--- src/rtl/ex_mem_stage_if.sv ---
// Beat, handshake, redirect and forwarding signals between the ALU, the EX/MEM stage and MEM.
// The slave modport is the stage itself; the master modport is its surrounding pipeline.
interface ex_mem_stage_if #(
  parameter int DATA_W     = 32,
  parameter int REG_ADDR_W = 5
);
  logic                  in_valid;
  logic                  in_ready;
  logic [DATA_W-1:0]     alu_result;
  logic                  alu_zero;
  logic                  alu_cout;
  logic [REG_ADDR_W-1:0] rd_addr;
  logic                  reg_write;
  logic                  mem_read;
  logic                  mem_write;
  logic [DATA_W-1:0]     store_data;
  logic [1:0]            branch_type;
  logic [DATA_W-1:0]     branch_target;
  logic                  flush;
  logic                  out_valid;
  logic                  out_ready;
  logic [DATA_W-1:0]     out_result;
  logic                  out_zero;
  logic                  out_cout;
  logic [REG_ADDR_W-1:0] out_rd;
  logic                  out_reg_write;
  logic                  out_mem_read;
  logic                  out_mem_write;
  logic [DATA_W-1:0]     out_store_data;
  logic                  redirect_valid;
  logic [DATA_W-1:0]     redirect_pc;
  logic                  fwd_valid;
  logic [REG_ADDR_W-1:0] fwd_rd;
  logic [DATA_W-1:0]     fwd_data;

  modport master (
    output in_valid, alu_result, alu_zero, alu_cout, rd_addr, reg_write, mem_read,
           mem_write, store_data, branch_type, branch_target, flush, out_ready,
    input  in_ready, out_valid, out_result, out_zero, out_cout, out_rd, out_reg_write,
           out_mem_read, out_mem_write, out_store_data, redirect_valid, redirect_pc,
           fwd_valid, fwd_rd, fwd_data
  );

  modport slave (
    input  in_valid, alu_result, alu_zero, alu_cout, rd_addr, reg_write, mem_read,
           mem_write, store_data, branch_type, branch_target, flush, out_ready,
    output in_ready, out_valid, out_result, out_zero, out_cout, out_rd, out_reg_write,
           out_mem_read, out_mem_write, out_store_data, redirect_valid, redirect_pc,
           fwd_valid, fwd_rd, fwd_data
  );
endinterface

--- src/rtl/ex_mem_stage.sv ---
// EX/MEM pipeline register with 2-entry skid buffer, branch resolution and forwarding bus.
// Data entries carry no reset; every visible field is qualified by its valid bit.
module ex_mem_stage #(
    parameter int DATA_W     = 32,
    parameter int REG_ADDR_W = 5
) (
    input  logic           clk,
    input  logic           rst_n,
    ex_mem_stage_if.slave  bus
);

    typedef struct packed {
        logic [DATA_W-1:0]     result;
        logic                  zero;
        logic                  cout;
        logic [REG_ADDR_W-1:0] rd;
        logic                  reg_write;
        logic                  mem_read;
        logic                  mem_write;
        logic [DATA_W-1:0]     store_data;
    } beat_t;

    beat_t             beat_p0, main_p1, skid_p1, shown_p1;
    logic              vld_p1, skid_vld_p1, in_ready_p1, redirect_vld_p1;
    logic [DATA_W-1:0] redirect_pc_p1;
    logic              accept_p0, keep_p0, taken_p0, xfer_p1;
    logic              load_main_in, load_main_skid, load_skid;

    // Stage p0: incoming ALU beat, branch resolution, entry steering
    always_comb begin
        beat_p0            = '0;
        beat_p0.result     = bus.alu_result;
        beat_p0.zero       = bus.alu_zero;
        beat_p0.cout       = bus.alu_cout;
        beat_p0.rd         = bus.rd_addr;
        beat_p0.reg_write  = bus.reg_write;
        beat_p0.mem_read   = bus.mem_read;
        beat_p0.mem_write  = bus.mem_write;
        beat_p0.store_data = bus.store_data;

        taken_p0  = ((bus.branch_type == 2'b01) &&  bus.alu_zero) ||
                    ((bus.branch_type == 2'b10) && !bus.alu_zero) ||
                     (bus.branch_type == 2'b11);
        accept_p0 = bus.in_valid & in_ready_p1 & ~bus.flush;
        // A beat arriving alongside the redirect pulse is on the wrong path.
        keep_p0   = accept_p0 & ~redirect_vld_p1;
        xfer_p1   = vld_p1 & bus.out_ready;

        load_main_skid = skid_vld_p1 & xfer_p1 & ~bus.flush;
        load_main_in   = keep_p0 & ~skid_vld_p1 & (~vld_p1 | xfer_p1);
        load_skid      = keep_p0 & vld_p1 & ~xfer_p1;
    end

    always_ff @(posedge clk or negedge rst_n) begin
        if (!rst_n) begin
            vld_p1          <= 1'b0;
            skid_vld_p1     <= 1'b0;
            in_ready_p1     <= 1'b1;
            redirect_vld_p1 <= 1'b0;
        end else if (bus.flush) begin
            vld_p1          <= 1'b0;
            skid_vld_p1     <= 1'b0;
            in_ready_p1     <= 1'b1;
            redirect_vld_p1 <= 1'b0;
        end else begin
            if (load_main_in || load_main_skid) vld_p1 <= 1'b1;
            else if (xfer_p1)                   vld_p1 <= 1'b0;
            if (load_skid)           skid_vld_p1 <= 1'b1;
            else if (load_main_skid) skid_vld_p1 <= 1'b0;
            in_ready_p1     <= ~(load_skid | (skid_vld_p1 & ~xfer_p1));
            redirect_vld_p1 <= keep_p0 & taken_p0;
        end
    end

    always_ff @(posedge clk) begin
        if (load_main_skid)    main_p1 <= skid_p1;
        else if (load_main_in) main_p1 <= beat_p0;
        if (load_skid)         skid_p1 <= beat_p0;
        if (keep_p0 && taken_p0) redirect_pc_p1 <= bus.branch_target;
    end

    // Stage p1: held main entry toward MEM, redirect and forwarding
    always_comb begin
        shown_p1 = vld_p1 ? main_p1 : '0;
    end

    assign bus.in_ready       = in_ready_p1;
    assign bus.out_valid      = vld_p1;
    assign bus.out_result     = shown_p1.result;
    assign bus.out_zero       = shown_p1.zero;
    assign bus.out_cout       = shown_p1.cout;
    assign bus.out_rd         = shown_p1.rd;
    assign bus.out_reg_write  = shown_p1.reg_write;
    assign bus.out_mem_read   = shown_p1.mem_read;
    assign bus.out_mem_write  = shown_p1.mem_write;
    assign bus.out_store_data = shown_p1.store_data;
    assign bus.redirect_valid = redirect_vld_p1;
    assign bus.redirect_pc    = redirect_vld_p1 ? redirect_pc_p1 : '0;
    assign bus.fwd_valid      = shown_p1.reg_write & ~shown_p1.mem_read & (shown_p1.rd != '0);
    assign bus.fwd_rd         = bus.fwd_valid ? shown_p1.rd : '0;
    assign bus.fwd_data       = bus.fwd_valid ? shown_p1.result : '0;

endmodule

--- src/flat_wrapper.sv ---
// flat-port wrapper written by rule: the top's interface ports become plain ports
module ex_mem_stage_flat 
#(
    parameter int DATA_W     = 32,
    parameter int REG_ADDR_W = 5
)
  (clk, rst_n, bus_in_valid, bus_alu_result, bus_alu_zero, bus_alu_cout, bus_rd_addr, bus_reg_write, bus_mem_read, bus_mem_write, bus_store_data, bus_branch_type, bus_branch_target, bus_flush, bus_out_ready, bus_in_ready, bus_out_valid, bus_out_result, bus_out_zero, bus_out_cout, bus_out_rd, bus_out_reg_write, bus_out_mem_read, bus_out_mem_write, bus_out_store_data, bus_redirect_valid, bus_redirect_pc, bus_fwd_valid, bus_fwd_rd, bus_fwd_data);
  ex_mem_stage_if #(.DATA_W(DATA_W), .REG_ADDR_W(REG_ADDR_W)) bus_i ();
  input  logic clk;
  input  logic rst_n;
  input wire logic [$bits(bus_i.in_valid)-1:0] bus_in_valid;
  input wire logic [$bits(bus_i.alu_result)-1:0] bus_alu_result;
  input wire logic [$bits(bus_i.alu_zero)-1:0] bus_alu_zero;
  input wire logic [$bits(bus_i.alu_cout)-1:0] bus_alu_cout;
  input wire logic [$bits(bus_i.rd_addr)-1:0] bus_rd_addr;
  input wire logic [$bits(bus_i.reg_write)-1:0] bus_reg_write;
  input wire logic [$bits(bus_i.mem_read)-1:0] bus_mem_read;
  input wire logic [$bits(bus_i.mem_write)-1:0] bus_mem_write;
  input wire logic [$bits(bus_i.store_data)-1:0] bus_store_data;
  input wire logic [$bits(bus_i.branch_type)-1:0] bus_branch_type;
  input wire logic [$bits(bus_i.branch_target)-1:0] bus_branch_target;
  input wire logic [$bits(bus_i.flush)-1:0] bus_flush;
  input wire logic [$bits(bus_i.out_ready)-1:0] bus_out_ready;
  output wire logic [$bits(bus_i.in_ready)-1:0] bus_in_ready;
  output wire logic [$bits(bus_i.out_valid)-1:0] bus_out_valid;
  output wire logic [$bits(bus_i.out_result)-1:0] bus_out_result;
  output wire logic [$bits(bus_i.out_zero)-1:0] bus_out_zero;
  output wire logic [$bits(bus_i.out_cout)-1:0] bus_out_cout;
  output wire logic [$bits(bus_i.out_rd)-1:0] bus_out_rd;
  output wire logic [$bits(bus_i.out_reg_write)-1:0] bus_out_reg_write;
  output wire logic [$bits(bus_i.out_mem_read)-1:0] bus_out_mem_read;
  output wire logic [$bits(bus_i.out_mem_write)-1:0] bus_out_mem_write;
  output wire logic [$bits(bus_i.out_store_data)-1:0] bus_out_store_data;
  output wire logic [$bits(bus_i.redirect_valid)-1:0] bus_redirect_valid;
  output wire logic [$bits(bus_i.redirect_pc)-1:0] bus_redirect_pc;
  output wire logic [$bits(bus_i.fwd_valid)-1:0] bus_fwd_valid;
  output wire logic [$bits(bus_i.fwd_rd)-1:0] bus_fwd_rd;
  output wire logic [$bits(bus_i.fwd_data)-1:0] bus_fwd_data;
  assign bus_i.in_valid = bus_in_valid;
  assign bus_i.alu_result = bus_alu_result;
  assign bus_i.alu_zero = bus_alu_zero;
  assign bus_i.alu_cout = bus_alu_cout;
  assign bus_i.rd_addr = bus_rd_addr;
  assign bus_i.reg_write = bus_reg_write;
  assign bus_i.mem_read = bus_mem_read;
  assign bus_i.mem_write = bus_mem_write;
  assign bus_i.store_data = bus_store_data;
  assign bus_i.branch_type = bus_branch_type;
  assign bus_i.branch_target = bus_branch_target;
  assign bus_i.flush = bus_flush;
  assign bus_i.out_ready = bus_out_ready;
  assign bus_in_ready = bus_i.in_ready;
  assign bus_out_valid = bus_i.out_valid;
  assign bus_out_result = bus_i.out_result;
  assign bus_out_zero = bus_i.out_zero;
  assign bus_out_cout = bus_i.out_cout;
  assign bus_out_rd = bus_i.out_rd;
  assign bus_out_reg_write = bus_i.out_reg_write;
  assign bus_out_mem_read = bus_i.out_mem_read;
  assign bus_out_mem_write = bus_i.out_mem_write;
  assign bus_out_store_data = bus_i.out_store_data;
  assign bus_redirect_valid = bus_i.redirect_valid;
  assign bus_redirect_pc = bus_i.redirect_pc;
  assign bus_fwd_valid = bus_i.fwd_valid;
  assign bus_fwd_rd = bus_i.fwd_rd;
  assign bus_fwd_data = bus_i.fwd_data;
  ex_mem_stage #(.DATA_W(DATA_W), .REG_ADDR_W(REG_ADDR_W)) u_core (.clk(clk), .rst_n(rst_n), .bus(bus_i));
endmodule
--- config.mk ---
export PLATFORM = sky130hd
export DESIGN_NAME = ex_mem_stage_flat
export DESIGN_NICKNAME = d
export VERILOG_FILES = /design/src/rtl/ex_mem_stage_if.sv /design/src/rtl/ex_mem_stage.sv /design/src/flat_wrapper.sv
export SDC_FILE = /design/constraint.sdc
export NUM_CORES = 1
export LEC_CHECK = 0
export ABC_AREA = 1
export CAP_MARGIN = 20
export CORE_MARGIN = 2
export CORE_UTILIZATION = 28
export DETAILED_ROUTE_END_ITERATION = 7
export PLACE_DENSITY = 0.59
export SYNTH_ARGS = -nofsm -noshare
export SYNTH_HDL_FRONTEND = slang
export SYNTH_SLANG_ARGS = --single-unit
--- constraint.sdc ---
create_clock -name clk -period 3.75 [get_ports clk]
set_input_delay 0.5625 -clock clk [delete_from_list [all_inputs] [get_ports clk]]
set_output_delay 0.5625 -clock clk [all_outputs]
set_load 0.1 [all_outputs]
==> results.txt, run 1 <==
Clock Latency Late Sink: 0.42 ns
Footprint of the multi-input gates: 1320 µm²
Synth unique cells: 17
Avg Cell Area, Syn: 10.7 µm²
Min Clock Period, post-route: 3.10 ns
Power consumption: 5.09 mW
Final ANT Viol Nets: 0
GRT overflow: 0
Area Growth Syn to Fin: 41.7%
Total setup buffers inserted after CTS: 0
# clock sinks: 184
Slew HR: 0.331
WP data required: 3.19 ns
Core area: 27,000 µm²
RSZ-0062 raised after global routing: false
DRC: 0
Fin crit share: 0.827
Worst Tran Pin Value: 1.00 ns
Vias per cell: 3.98
Longest Clk Path Bufs: 2
Clock skew: 0.00790 ns
Die Area: 28,700 µm²
Max Fclk: 0.322 GHz
Hold Vio Cnt, Final: 0
Via count: 5,269
Routed length per instance: 13.6 µm
Sequential cell area fraction in the yosys report: 0.718
Cts hold-fix bufs: 0
Detailed Routing Iterations Pass 1: 4
TritonCTS clock tree: done
CTS buffer count: 17
Detailed placement HPWL: 12,700 µm
Final setup vio count: 0
Syn Inst Count: 715
Initial antenna violation count: 3
Hold Path Class: in2async
Gr usage total: 0.124
Pwr Density: 468 nW/µm²
IO Port Bufs: 259
Crit Path Max Fanout: 37
Pin count of the biggest net entering global routing: 150
Syn_nets: 828
Clock slew at reported path FFs: 0.07 ns
CP startpoint kind: register
Post_cts resized: 0
# H-tree levels: 4
Final TNS setup: 0 ns
WL met2: 8750 µm
Synth Cell Area: 7670 µm²
Critical path capture point type: output port
First DRT Iteration DRCs: 260
Slew Viols, Final: 0
Final WL: 18,000 µm
Worst hold slack: 0.359 ns
I/O pin count: 260
Vias in the first global route: 4,941
Arrival time at the worst endpoint: 2.54 ns
Initial Util: 0.285
Flop2flop setup slack: 1.27 ns
Final GP Congestion: 0.705
Global-route wire length before repair: 27,300 µm
Clock Tree Root: clkbuf_16
Die height: 170 µm
Wl on met1: 7950 µm
Synth Warn #: 0
Outcome: finished clean
Max-cap violations: 0
FF/Latch Area: 5510 µm²
P_leak: 5.27 nW
FP Rows: 60
Met3 WL: 1080 µm
Layout cell share with drive strength beyond 1: 0.193
Max IR drop VDD: 0.249 mV
Synth Register Bits: 184
Die width: 170 µm
Uppermost layer routed: met5
Critical path class: reg2out
Fill cell count: 2,621
Final net count: 1,082
==> worst max-delay path: stages, from the launching register on <==
cell	delay (ns)
dfrtp_2	0.57
buf_4	0.41
nand2_1	0.09
inv_1	0.10
nand2_1	0.05
o21bai_4	0.36
nor2_1	0.20
buf_4	0.31
==> through the flow <==
stage / instances / area, µm² / util / worst slack [ns]
after CTS: 1323 / 10900 / 0.403 / 0.541
final: 1325 / 10900 / 0.403 / 0.648
after detailed placement: 1291 / 10300 / 0.381 / 1.02
after global routing: 1323 / 10900 / 0.403 / 0.401
after global placement: 1291 / 10300 / 0.381 / 1.11
after floorplan: 715 / 7670 / - / -0.314
==> sequential cells by signal, indices dropped and copies added (netlist names) <==
signal                     cells
u_core.bus.out_valid           1
u_core.bus.redirect_valid      1
u_core.redirect_pc_p1         32
u_core.main_p1                74
u_core.bus.in_ready            1
u_core.skid_vld_p1             1
u_core.skid_p1                74
==> final timing paths <==
| path | cells past startpoint | to | start |
|---|---|---|---|
| worst max register to register | 6 | u_core.skid_p1[39] | u_core.bus.out_valid |
| max in group asynchronous | 1 | u_core.bus.in_ready | rst_n |
| min in group clk | 2 | u_core.main_p1[64] | u_core.skid_p1[64] |
| worst max-delay path | 7 | bus_fwd_data[15] | u_core.bus.out_valid |
| worst min-delay path | 1 | u_core.skid_vld_p1 | rst_n |
| worst min register to register | 2 | u_core.main_p1[64] | u_core.skid_p1[64] |
==> cells in the final DEF (no fill, tap or decap), types with 2 or more instances in the layout <==
cell type          n
inv_6              3
nand3_1            3
buf_12             3
inv_1            188
clkinvlp_4         3
clkinv_2           2
clkbuf_16         17
dfrtp_1            2
buf_4            150
nor2_1            40
edfxtp_1         180
o21ai_0           74
nand2_1          186
inv_8              4
clkdlybuf4s50_1  113
diode_2            2
bufinv_16          2
clkinv_1           2
==> power breakdown <==
group	total (mW)	switching (mW)	leakage, nW	internal [mW]
Combinational	0.909	0.677	3.29	0.232
Sequential	2.36	0.0228	1.70	2.34
Clock	1.82	0.820	0.283	1.00
==> cell usage after synthesis <==
cell | instances | area, µm²
inv_1 | 189 | 709
nand2_1 | 187 | 702
edfxtp_1 | 180 | 5410
o21ai_0 | 74 | 370
nor2_1 | 41 | 154
clkbuf_1 | 16 | 60.1
buf_2 | 11 | 55.1
buf_6 | 4 | 45.0
dfrtp_1 | 3 | 75.1
nand3_1 | 3 | 15.0
dfstp_2 | 1 | 26.3
mux2i_1 | 1 | 10.0
nand3_2 | 1 | 10.0
nand3b_1 | 1 | 7.51
nor3_1 | 1 | 5.00
o21ai_1 | 1 | 5.00
o21bai_4 | 1 | 18.8
==> logic make-up (layout without fill, tap and decap cells) <==
kind of cell / count (synthesis) / count (layout) / synth area share
and+or+nand+nor: 234 / 234 / 0.116
other: 0 / 2 / 0
muxes: 1 / 1 / 0.00130
DFF: 184 / 184 / 0.718
buffers and inverters: 220 / 487 / 0.113
AOI/OAI and AO/OA: 76 / 76 / 0.0514
==> cell type report <==
type	count	share of cell area
Tap cell	341	0.0392
Sequential cell	184	0.506
Clock buffer	17	0.0391
Antenna cell	2	0.000460
Timing Repair Buffer	266	0.213
Inverter	189	0.0654
Multi-Input combinational cell	311	0.121
Clock inverter	15	0.0153
==> layer usage <==
layer  track usage  up-vias
met5             0        -
met4        0.0342        2
met3        0.0375       13
met2         0.207      154
met1         0.156     2376
li1              -     2724
Note: power is estimated with default switching activity, not from simulation.
==> run 2: changes to the inputs <==
==> constraint.sdc (replaced) <==
create_clock -name clk -period 3.2 [get_ports clk]
set_input_delay 0.48 -clock clk [delete_from_list [all_inputs] [get_ports clk]]
set_output_delay 0.48 -clock clk [all_outputs]
set_load 0.1 [all_outputs]
==> run 2 against run 1 <==
Against the previous run:
- final area up 14%
- die area unchanged
- setup slack worse by 0.23 ns
- combinational power up 36%
- cell count up 0.91%
- worst hold slack worse by 0.058 ns
- clock power up 18%
- sequential power up 17%
- flip-flop and latch count unchanged
- non-clock buffer count up 13
- largest cell class unchanged
==> results.txt, run 2 (synthesized netlist as in run 1, its figures left out) <==
Arrival time at the worst endpoint: 2.30 ns (was 2.54 ns)
Clock slew at reported path FFs: 0.07 ns (about the same)
GRT overflow: 0 (unchanged)
Detailed placement HPWL: 14,100 µm (was 12,700 µm)
Outcome: finished clean (unchanged)
Cts hold-fix bufs: 0 (unchanged)
CTS buffer count: 17 (unchanged)
Placed cell area: 11,700 µm² (was 10,300 µm²)
Pin count of the biggest net entering global routing: 95 (was 150)
Area Growth Syn to Fin: 60.9% (was 41.7%)
Reg power frac: 0.449 (was 0.464)
Most frequent cells in the layout: inv_1 (188), nand2_1 (186), edfxtp_1 (180) (unchanged)
Hold Path Class: in2async (unchanged)
Worst hold slack: 0.301 ns (was 0.359 ns)
Die Area: 28,700 µm² (unchanged)
Critical path class: reg2out (unchanged)
Clock Latency Late Sink: 0.42 ns (about the same)
Commonest non-fill, non-tap cell in the layout: inv_1 (unchanged)
Fill cell count: 2,442 (was 2,621)
Routed length per instance: 14.7 µm (was 13.6 µm)
Min Clock Period, post-route: 2.78 ns
Worst path cell trace: buf_6 -> nand2_1 -> inv_1 -> nand2_1 -> o21bai_4 -> buf_12 -> buf_12 -> nor2_2 -> buf_12 (was buf_4 -> nand2_1 -> inv_1 -> nand2_1 -> o21bai_4 -> nor2_1 -> buf_4)
Int Power: 4.32 mW (was 3.57 mW)
Final TNS setup: 0 ns (unchanged)
Via count: 5,378 (was 5,269)
Comb pwr share: 0.201 (was 0.178)
Final WL: 19,700 µm (was 18,000 µm)
Longest Clk Path Bufs: 2 (unchanged)
Global-route wire length before repair: 29,900 µm (was 27,300 µm)
P_leak: 5.60 nW (was 5.27 nW)
IO Port Bufs: 259 (unchanged)
WP data required: 2.72 ns (was 3.19 ns)
Max IR drop VDD: 0.299 mV (was 0.249 mV)
GR Util met2: 0.239 (was 0.207)
Layout cell share with drive strength beyond 1: 0.241 (was 0.193)
Initial antenna violation count: 2 (was 3)
Worst Tran Pin Value: 0.486 ns (was 1.00 ns)
Max-cap violations: 0 (unchanged)
Met3 usage: 0.0499 (was 0.0375)
TritonCTS clock tree: done (unchanged)
P_sw: 1.84 mW (was 1.52 mW)
Vias in the first global route: 5,290 (was 4,941)
Die width: 170 µm (unchanged)
Hold Vio Cnt, Final: 0 (unchanged)
Final GP Congestion: 0.721 (was 0.705)
Sw Ratio: 0.299 (was 0.298)
Clock Tree Root: clkbuf_16 (unchanged)
Max Fclk: 0.360 GHz
Pwr Density: 499 nW/µm² (was 468 nW/µm²)
Crit Path Max Fanout: 32 (was 37)
Slew Viols, Final: 0 (unchanged)
GR peak layer: met2 (unchanged)
# H-tree levels: 4 (unchanged)
First DRT Iteration DRCs: 189 (was 260)
Die height: 170 µm (unchanged)
CP startpoint kind: register (unchanged)
Fin crit share: 0.869
Vias per cell: 4.02 (was 3.98)
FP Rows: 60 (unchanged)
Initial Util: 0.285 (unchanged)
Clock skew: 0.00838 ns (was 0.00790 ns)
I/O pin count: 260 (unchanged)
RSZ-0062 raised after global routing: false (unchanged)
DRC: 0 (unchanged)
Final setup vio count: 0 (unchanged)
Gr usage total: 0.138 (was 0.124)
CP dominant cell by count: buf_12
Critical-path top delay cell: dfrtp_2 (unchanged)
Post-layout instance area: 12,300 µm² (was 10,900 µm²)
Detailed Routing Iterations Pass 1: 5 (was 4)
Grt met1 use: 0.158 (was 0.156)
Final net count: 1,095 (was 1,082)
Largest regs: u_core.main_p1: 74 flops, u_core.skid_p1: 74 flops, u_core.redirect_pc_p1: 32 flops (unchanged)
Final ANT Viol Nets: 0 (unchanged)
Slew HR: 0.676 (was 0.331)
# clock sinks: 184 (unchanged)
Core area: 27,000 µm² (unchanged)
Clock power frac: 0.350 (was 0.358)
Critical path capture point type: output port (unchanged)
Max stage delay on crit path: 0.48 ns (was 0.57 ns)
==> run 2: worst paths after layout <==
kind / to / start / slack [ns] / cells after the start
min: u_core.bus.out_valid / rst_n / 0.30 / 1
max: bus_fwd_data[4] / u_core.bus.out_valid / 0.42 / 9
max reg2reg: u_core.skid_p1[17] / u_core.bus.out_valid / 0.99 / 6
min reg2reg: u_core.main_p1[64] / u_core.skid_p1[64] / 0.57 / 2
max in group asynchronous: u_core.bus.in_ready / rst_n / 2.62 / 1
min in group clk: u_core.main_p1[64] / u_core.skid_p1[64] / 0.57 / 2
==> run 2: repair_timing <==
item / in CTS / in global routing
endpoints found under the setup margin: 0 / 26
resized for setup: 0 / 1
setup buffers: 0 / 9
==> run 2: critical path, delay by kind of cell, from the launching register on <==
| kind | cells | cell delay (ns) |
|---|---|---|
| buffers and inverters | 5 | 0.91 |
| AO/OA/AOI/OAI | 1 | 0.18 |
| AND/OR/NAND/NOR | 3 | 0.29 |
| flip-flops | 1 | 0.48 |
==> run 2: metrics by stage <==
stage	setup WS (ns)	power [mW]	utilization	cells
after floorplan	0.0499	3.58	-	715
after global placement	0.528	4.06	0.433	1295
after detailed placement	0.490	4.07	0.433	1295
after CTS	0.0135	6.24	0.455	1327
after global routing	0.242	6.39	0.458	1336
final	0.420	6.16	0.458	1337
==> run 2: power by group through the flow <==
stage                     registers (mW)  logic (mW)  clock network, mW
after global routing                2.77        1.30               2.32
final                               2.77        1.24               2.15
after floorplan                     2.83       0.741                  0
after CTS                           2.77        1.25               2.23
after global placement              2.82        1.24                  0
after detailed placement            2.82        1.25                  0
==> run 2: final cells by class <==
class	instances	area, µm²	area share
timing repair buffer	279	3550	0.288
antenna	1	2.50	0.000203
multi-input combinational	311	1550	0.126
clock inverter	13	161	0.0131
tap	341	427	0.0345
inverter	189	713	0.0578
sequential	184	5510	0.446
clock buffer	19	433	0.0351
==> run 2: layer usage <==
layer	up-vias	wire length, µm
li1	2751	-
met1	2438	7990
met2	173	9930
met3	14	1500
met4	2	284
met5	-	10
